`src/rtl/alu_seq.sv`:
```
// Registered EXE-stage ALU with an NZCV status register and a valid/ready handshake.
// Define ALU_SEQ_MUL_EN to build the iterative shift-add multiplier for command 1010.
module alu_seq #(
    parameter int WIDTH = 32,
    parameter int CNT_W = $clog2(WIDTH) + 1
) (
    input  logic             clk,
    input  logic             rst,
    input  logic             in_valid,
    output logic             in_ready,
    input  logic [3:0]       alu_command,
    input  logic [WIDTH-1:0] alu_in1,
    input  logic [WIDTH-1:0] alu_in2,
    input  logic             s_update,
    output logic             out_valid,
    output logic [WIDTH-1:0] alu_out,
    output logic [3:0]       status_register,
    output logic             busy
);
    localparam logic [3:0] CMD_MOV = 4'b0001;
    localparam logic [3:0] CMD_ADD = 4'b0010;
    localparam logic [3:0] CMD_ADC = 4'b0011;
    localparam logic [3:0] CMD_SUB = 4'b0100;
    localparam logic [3:0] CMD_SBC = 4'b0101;
    localparam logic [3:0] CMD_AND = 4'b0110;
    localparam logic [3:0] CMD_ORR = 4'b0111;
    localparam logic [3:0] CMD_EOR = 4'b1000;
    localparam logic [3:0] CMD_MVN = 4'b1001;
`ifdef ALU_SEQ_MUL_EN
    localparam logic [3:0] CMD_MUL = 4'b1010;
`endif
    localparam int MSB = WIDTH - 1;

    // Handshake: an operation transfers on a rising edge where in_valid && in_ready;
    // out_valid is a one-cycle pulse and alu_out holds until the next pulse.

    logic [WIDTH:0]   add_sum;
    logic [WIDTH:0]   sub_sum;
    logic             add_cin;
    logic             sub_cin;
    logic [WIDTH-1:0] op_res;
    logic             op_arith;
    logic             op_c;
    logic             op_v;

    // Subtract is A + ~B + cin, so the carry out is the ARM-style NOT borrow.
    always_comb begin
        add_cin  = (alu_command == CMD_ADC) ? status_register[2] : 1'b0;
        sub_cin  = (alu_command == CMD_SBC) ? status_register[2] : 1'b1;
        add_sum  = {1'b0, alu_in1} + {1'b0, alu_in2} + {{WIDTH{1'b0}}, add_cin};
        sub_sum  = {1'b0, alu_in1} + {1'b0, ~alu_in2} + {{WIDTH{1'b0}}, sub_cin};
        op_res   = '0;
        op_arith = 1'b0;
        op_c     = 1'b0;
        op_v     = 1'b0;
        case (alu_command)
            CMD_MOV: op_res = alu_in2;
            CMD_MVN: op_res = ~alu_in2;
            CMD_AND: op_res = alu_in1 & alu_in2;
            CMD_ORR: op_res = alu_in1 | alu_in2;
            CMD_EOR: op_res = alu_in1 ^ alu_in2;
            CMD_ADD, CMD_ADC: begin
                op_res   = add_sum[WIDTH-1:0];
                op_arith = 1'b1;
                op_c     = add_sum[WIDTH];
                op_v     = (alu_in1[MSB] == alu_in2[MSB]) && (add_sum[MSB] != alu_in1[MSB]);
            end
            CMD_SUB, CMD_SBC: begin
                op_res   = sub_sum[WIDTH-1:0];
                op_arith = 1'b1;
                op_c     = sub_sum[WIDTH];
                op_v     = (alu_in1[MSB] != alu_in2[MSB]) && (sub_sum[MSB] != alu_in1[MSB]);
            end
            default: op_res = '0;
        endcase
    end

    function automatic logic [3:0] flags_next(input logic [3:0]       cur,
                                              input logic [WIDTH-1:0] res,
                                              input logic             arith,
                                              input logic             c,
                                              input logic             v);
        logic [3:0] f;
        f    = cur;
        f[3] = (res == '0);
        f[1] = res[MSB];
        if (arith) begin
            f[2] = c;
            f[0] = v;
        end
        return f;
    endfunction

`ifdef ALU_SEQ_MUL_EN
    localparam logic [0:0] ST_IDLE = 1'b0;
    localparam logic [0:0] ST_MUL  = 1'b1;

    logic [0:0]       state;
    logic [WIDTH-1:0] mcand;
    logic [WIDTH-1:0] mplier;
    logic [WIDTH-1:0] acc;
    logic [WIDTH-1:0] acc_next;
    logic [CNT_W-1:0] cnt;
    logic             mul_s;

    assign in_ready = (state == ST_IDLE);
    assign busy     = (state == ST_MUL);
    assign acc_next = acc + (mplier[0] ? mcand : '0);
`else
    assign in_ready = 1'b1;
    assign busy     = 1'b0;
`endif

    always_ff @(posedge clk) begin
        if (rst) begin
            out_valid       <= 1'b0;
            alu_out         <= '0;
            status_register <= '0;
`ifdef ALU_SEQ_MUL_EN
            state  <= ST_IDLE;
            mcand  <= '0;
            mplier <= '0;
            acc    <= '0;
            cnt    <= '0;
            mul_s  <= 1'b0;
`endif
        end else begin
            out_valid <= 1'b0;
`ifdef ALU_SEQ_MUL_EN
            if (in_valid && in_ready && (alu_command == CMD_MUL)) begin
                mcand  <= alu_in1;
                mplier <= alu_in2;
                acc    <= '0;
                cnt    <= CNT_W'(WIDTH);
                mul_s  <= s_update;
                state  <= ST_MUL;
            end else
`endif
            if (in_valid && in_ready) begin
                alu_out   <= op_res;
                out_valid <= 1'b1;
                if (s_update) begin
                    status_register <= flags_next(status_register, op_res, op_arith, op_c, op_v);
                end
            end
`ifdef ALU_SEQ_MUL_EN
            // One multiplier bit per cycle; the last add lands directly in alu_out.
            if (state == ST_MUL) begin
                acc    <= acc_next;
                mcand  <= mcand << 1;
                mplier <= mplier >> 1;
                cnt    <= cnt - CNT_W'(1);
                if (cnt == CNT_W'(1)) begin
                    alu_out   <= acc_next;
                    out_valid <= 1'b1;
                    state     <= ST_IDLE;
                    if (mul_s) begin
                        status_register <= flags_next(status_register, acc_next, 1'b0, 1'b0, 1'b0);
                    end
                end
            end
`endif
        end
    end
endmodule

```
`config.mk`:
```
export PLATFORM = sky130hd
export DESIGN_NAME = alu_seq
export DESIGN_NICKNAME = d
export VERILOG_FILES = /design/src/rtl/alu_seq.sv
export SDC_FILE = /design/constraint.sdc
export NUM_CORES = 1
export LEC_CHECK = 0
export CAP_MARGIN = 20
export CORE_AREA = 2 2 127 129
export CTS_BUF_LIST = sky130_fd_sc_hd__clkbuf_2 sky130_fd_sc_hd__clkbuf_4 sky130_fd_sc_hd__clkbuf_8
export DETAILED_ROUTE_END_ITERATION = 8
export DIE_AREA = 0 0 129 131
export DONT_BUFFER_PORTS = 1
export PLACE_DENSITY = 0.76
export SLEW_MARGIN = 20
export SYNTH_ARGS = -nofsm -noshare
export SYNTH_HDL_FRONTEND = slang
export SYNTH_SLANG_ARGS = --single-unit
```
`constraint.sdc`:
```
create_clock -name clk -period 15.5 [get_ports clk]
set_clock_uncertainty 0.15 [all_clocks]
set_input_delay 3.1 -clock clk [delete_from_list [all_inputs] [get_ports clk]]
set_output_delay 3.1 -clock clk [all_outputs]
set_load 0.01 [all_outputs]
```
==> flow_summary.json <==
{
  "outcome": "completed",
  "clock_power_share": 0.195,
  "met3_usage": 0.0656,
  "area_delta_synth_final_pct": 1.59,
  "critPathLaunchType": "input pin",
  "core_mm2": 0.0156,
  "p_int_w": 0.000245,
  "pwr-share-seq": 0.253,
  "p_sw_frac": 0.447,
  "ys_seq_elements": 37,
  "post-dp-hpwl_um": 19700,
  "fin_crit_ps": 7260,
  "top_usage_layer": "met2",
  "pre_cts_ws_ps": 8010,
  "required_ps": 15560,
  "yosysWarnings": 0,
  "post_dp_cell_area_mm2": 0.00762,
  "final_hold_viol_count": 0,
  "critPathMaxFanout": 37,
  "gr-usage-all-layers": 0.293,
  "synth_area_leaders": "ha_1 (16%), dfxtp_1 (9.7%), nor2_1 (6.6%)",
  "fin_ws_ps": 8240,
  "synth.top_cell.area_share": 0.156,
  "start_util": 0.489,
  "min-delay-path-class": "flip-flop to flip-flop",
  "clkSinkCount": 37,
  "synth-edff-count": 0,
  "dp.cells": 1247,
  "antenna_cells": 0,
  "gp_congestion": 1.02,
  "drtIter0Drc": 964,
  "wl_per_cell_um": 20.6,
  "grt_pass1_wl_um": 39700,
  "setup_viol": 0,
  "syn_area_mm2": 0.00762,
  "ctsHoldBuffers": 0,
  "power-per-cell-area_mw_per_mm2": 57.2,
  "die_width_um": 129,
  "rsz0062_at_grt": "no",
  "r2r-start": "status_register[2]",
  "layout_common_cells": "nor2_1 (134), a21oi_1 (97), ha_1 (95)",
  "grt_use_met1": 0.402,
  "power_frac_comb": 0.552,
  "grt_max_degree": 80,
  "postRouteAntennaNets": 0,
  "tightest_slew_ps": 1070,
  "drive_gt1_frac": 0.0568,
  "rows": 46,
  "grt_pass1_vias": 7385,
  "wl_um": 25900,
  "setup_tns_ps": 0,
  "ff2ff_setup_slack_ps": 11260,
  "fin_cells": 1255,
  "cts_resized": 0,
  "syn_nets": 1270,
  "endpoint_kind": "flip-flop",
  "final_common_cell": "nor2_1",
  "clock_path_buffers": 2,
  "vias": 8264,
  "synth_cells": 1099,
  "post-route-period-util": 0.468,
  "drc_errors": 0,
  "min_from": "alu_out[21]",
  "first_pass_iters": 5,
  "cts_tree": "built",
  "peakVddDrop_mv": 0.0599,
  "clk_latency_ps": 280,
  "p_leak_nw": 3.31,
  "die_area_mm2": 0.0169,
  "maxSlewViolCount": 0,
  "nNetsFinal": 1209,
  "clk_pin_slew_ps": 80,
  "post_cts_buffers": 0,
  "ys_async_sr_fraction": 0,
  "io_buffers": 0,
  "antenna_found_initial": 0,
  "use_met2": 0.458,
  "fin_area_mm2": 0.00774,
  "die_y_um": 131,
  "cp.arrival_ps": 7320,
  "path_class": "input pin to flip-flop",
  "cp-startpoint": "alu_command[1]",
  "timing.fmax_mhz": 138,
  "cap_violations": 0,
  "yosys_most_used_dff": "dfxtp_1",
  "synth.distinct_cells": 93,
  "cts_buffers": 5,
  "slew_headroom": 0.281,
  "synth_top_cell_by_area": "ha_1",
  "clock_tree.root_cell": "clkbuf_8",
  "grt_remaining_overflow": 0,
  "via_per_inst": 6.58,
  "cts_htree_levels": 2,
  "post-route-util": 0.496,
  "ys_seq_area_frac": 0.0972,
  "p_switching_w": 0.000198,
  "syn_area_per_cell_um2": 6.93,
  "ios": 111
}
==> flip-flops by register name, indices dropped and copies added (netlist names) <==
name / cells
status_register: 4
alu_out: 32
out_valid: 1
==> area by class of cell <==
type,instances,area [um2]
clock buffers,6,82.6
clock inverters,2,37.5
fillers,1540,7860
inverters,93,349
multi-input cells,894,6210
flip-flops and latches,37,741
well taps,216,270
repair buffers,7,52.6
==> final timing paths <==
path,endpoint,depth (start not counted)
min reg2reg,alu_out[21],2
min,alu_out[21],2
max reg2reg,status_register[3],13
max,status_register[3],15
==> cell families (layout without fill, tap and decap cells) <==
group,count (synthesis),count (layout),share of synthesized area
buffers and inverters,168,108,0.0887
DFF,37,37,0.0972
and+or+nand+nor,365,365,0.232
xor gates and xnor gates,36,36,0.0414
AOI/OAI and AO/OA,368,368,0.341
muxes,24,24,0.0320
adders and majority gates,99,99,0.166
other,2,2,0.000985
==> power groups by stage <==
stage	Clock, W	Sequential (W)	Combinational, W
3_5_place_dp	0	0.000114	0.000236
4_1_cts	0.0000861	0.000112	0.000236
3_3_place_gp	0	0.000114	0.000235
6_report	0.0000862	0.000112	0.000245
5_1_grt	0.0000906	0.000113	0.000266
2_1_floorplan	0	0.000112	0.000190
==> through the flow <==
stage	power, W	hold WS [ps]
finish	0.000443	364
global route	0.000470	388
CTS	0.000435	367
detailed placement	0.000350	356
global placement	0.000349	349
floorplan	0.000303	340
==> critical path, cell delays in order <==
cell	delay [ps]
or3_1	360
buf_4	280
or3_1	380
fa_1	390
nor2b_1	170
o311ai_1	430
a211oi_2	170
nor3_1	300
mux2i_1	240
o221ai_1	130
a211oi_1	640
nand3_1	160
nor4_1	190
nand4_1	150
o31ai_2	220
==> per-layer routing <==
metal  wire [um]  up-vias
met5           0        -
met4         749        0
met3        3030       50
met2       11000      488
met1       11100     3869
li1            -     3857
==> synthesized netlist by cell type (4+ instances only) <==
cell type  number
nor2_1        134
buf_1           8
nand2_1        69
nand3_1        18
a211oi_1       25
o21bai_1        8
o21ai_0        49
o31ai_1        10
o21a_1          8
clkbuf_1       41
o211ai_1       13
a2111oi_0       4
or3_1           9
dfxtp_1        37
o211a_1         6
buf_4           5
and3_1          5
and2_1          8
nor4_1         14
nand4_1        14
a31oi_1        13
mux2i_1        21
a22oi_1        21
or2_2          12
xor2_1         23
buf_2          21
a221o_1         9
o221ai_1        9
a21oi_1        97
nand2b_1       12
a21o_1         10
ha_1           95
nor3_1         30
fa_1            4
nor2b_1        16
xnor2_1        13
o22ai_1        21
o311ai_0        4
inv_1          92
a211o_1         5
No activity file was read; power rests on OpenSTA's default activity.
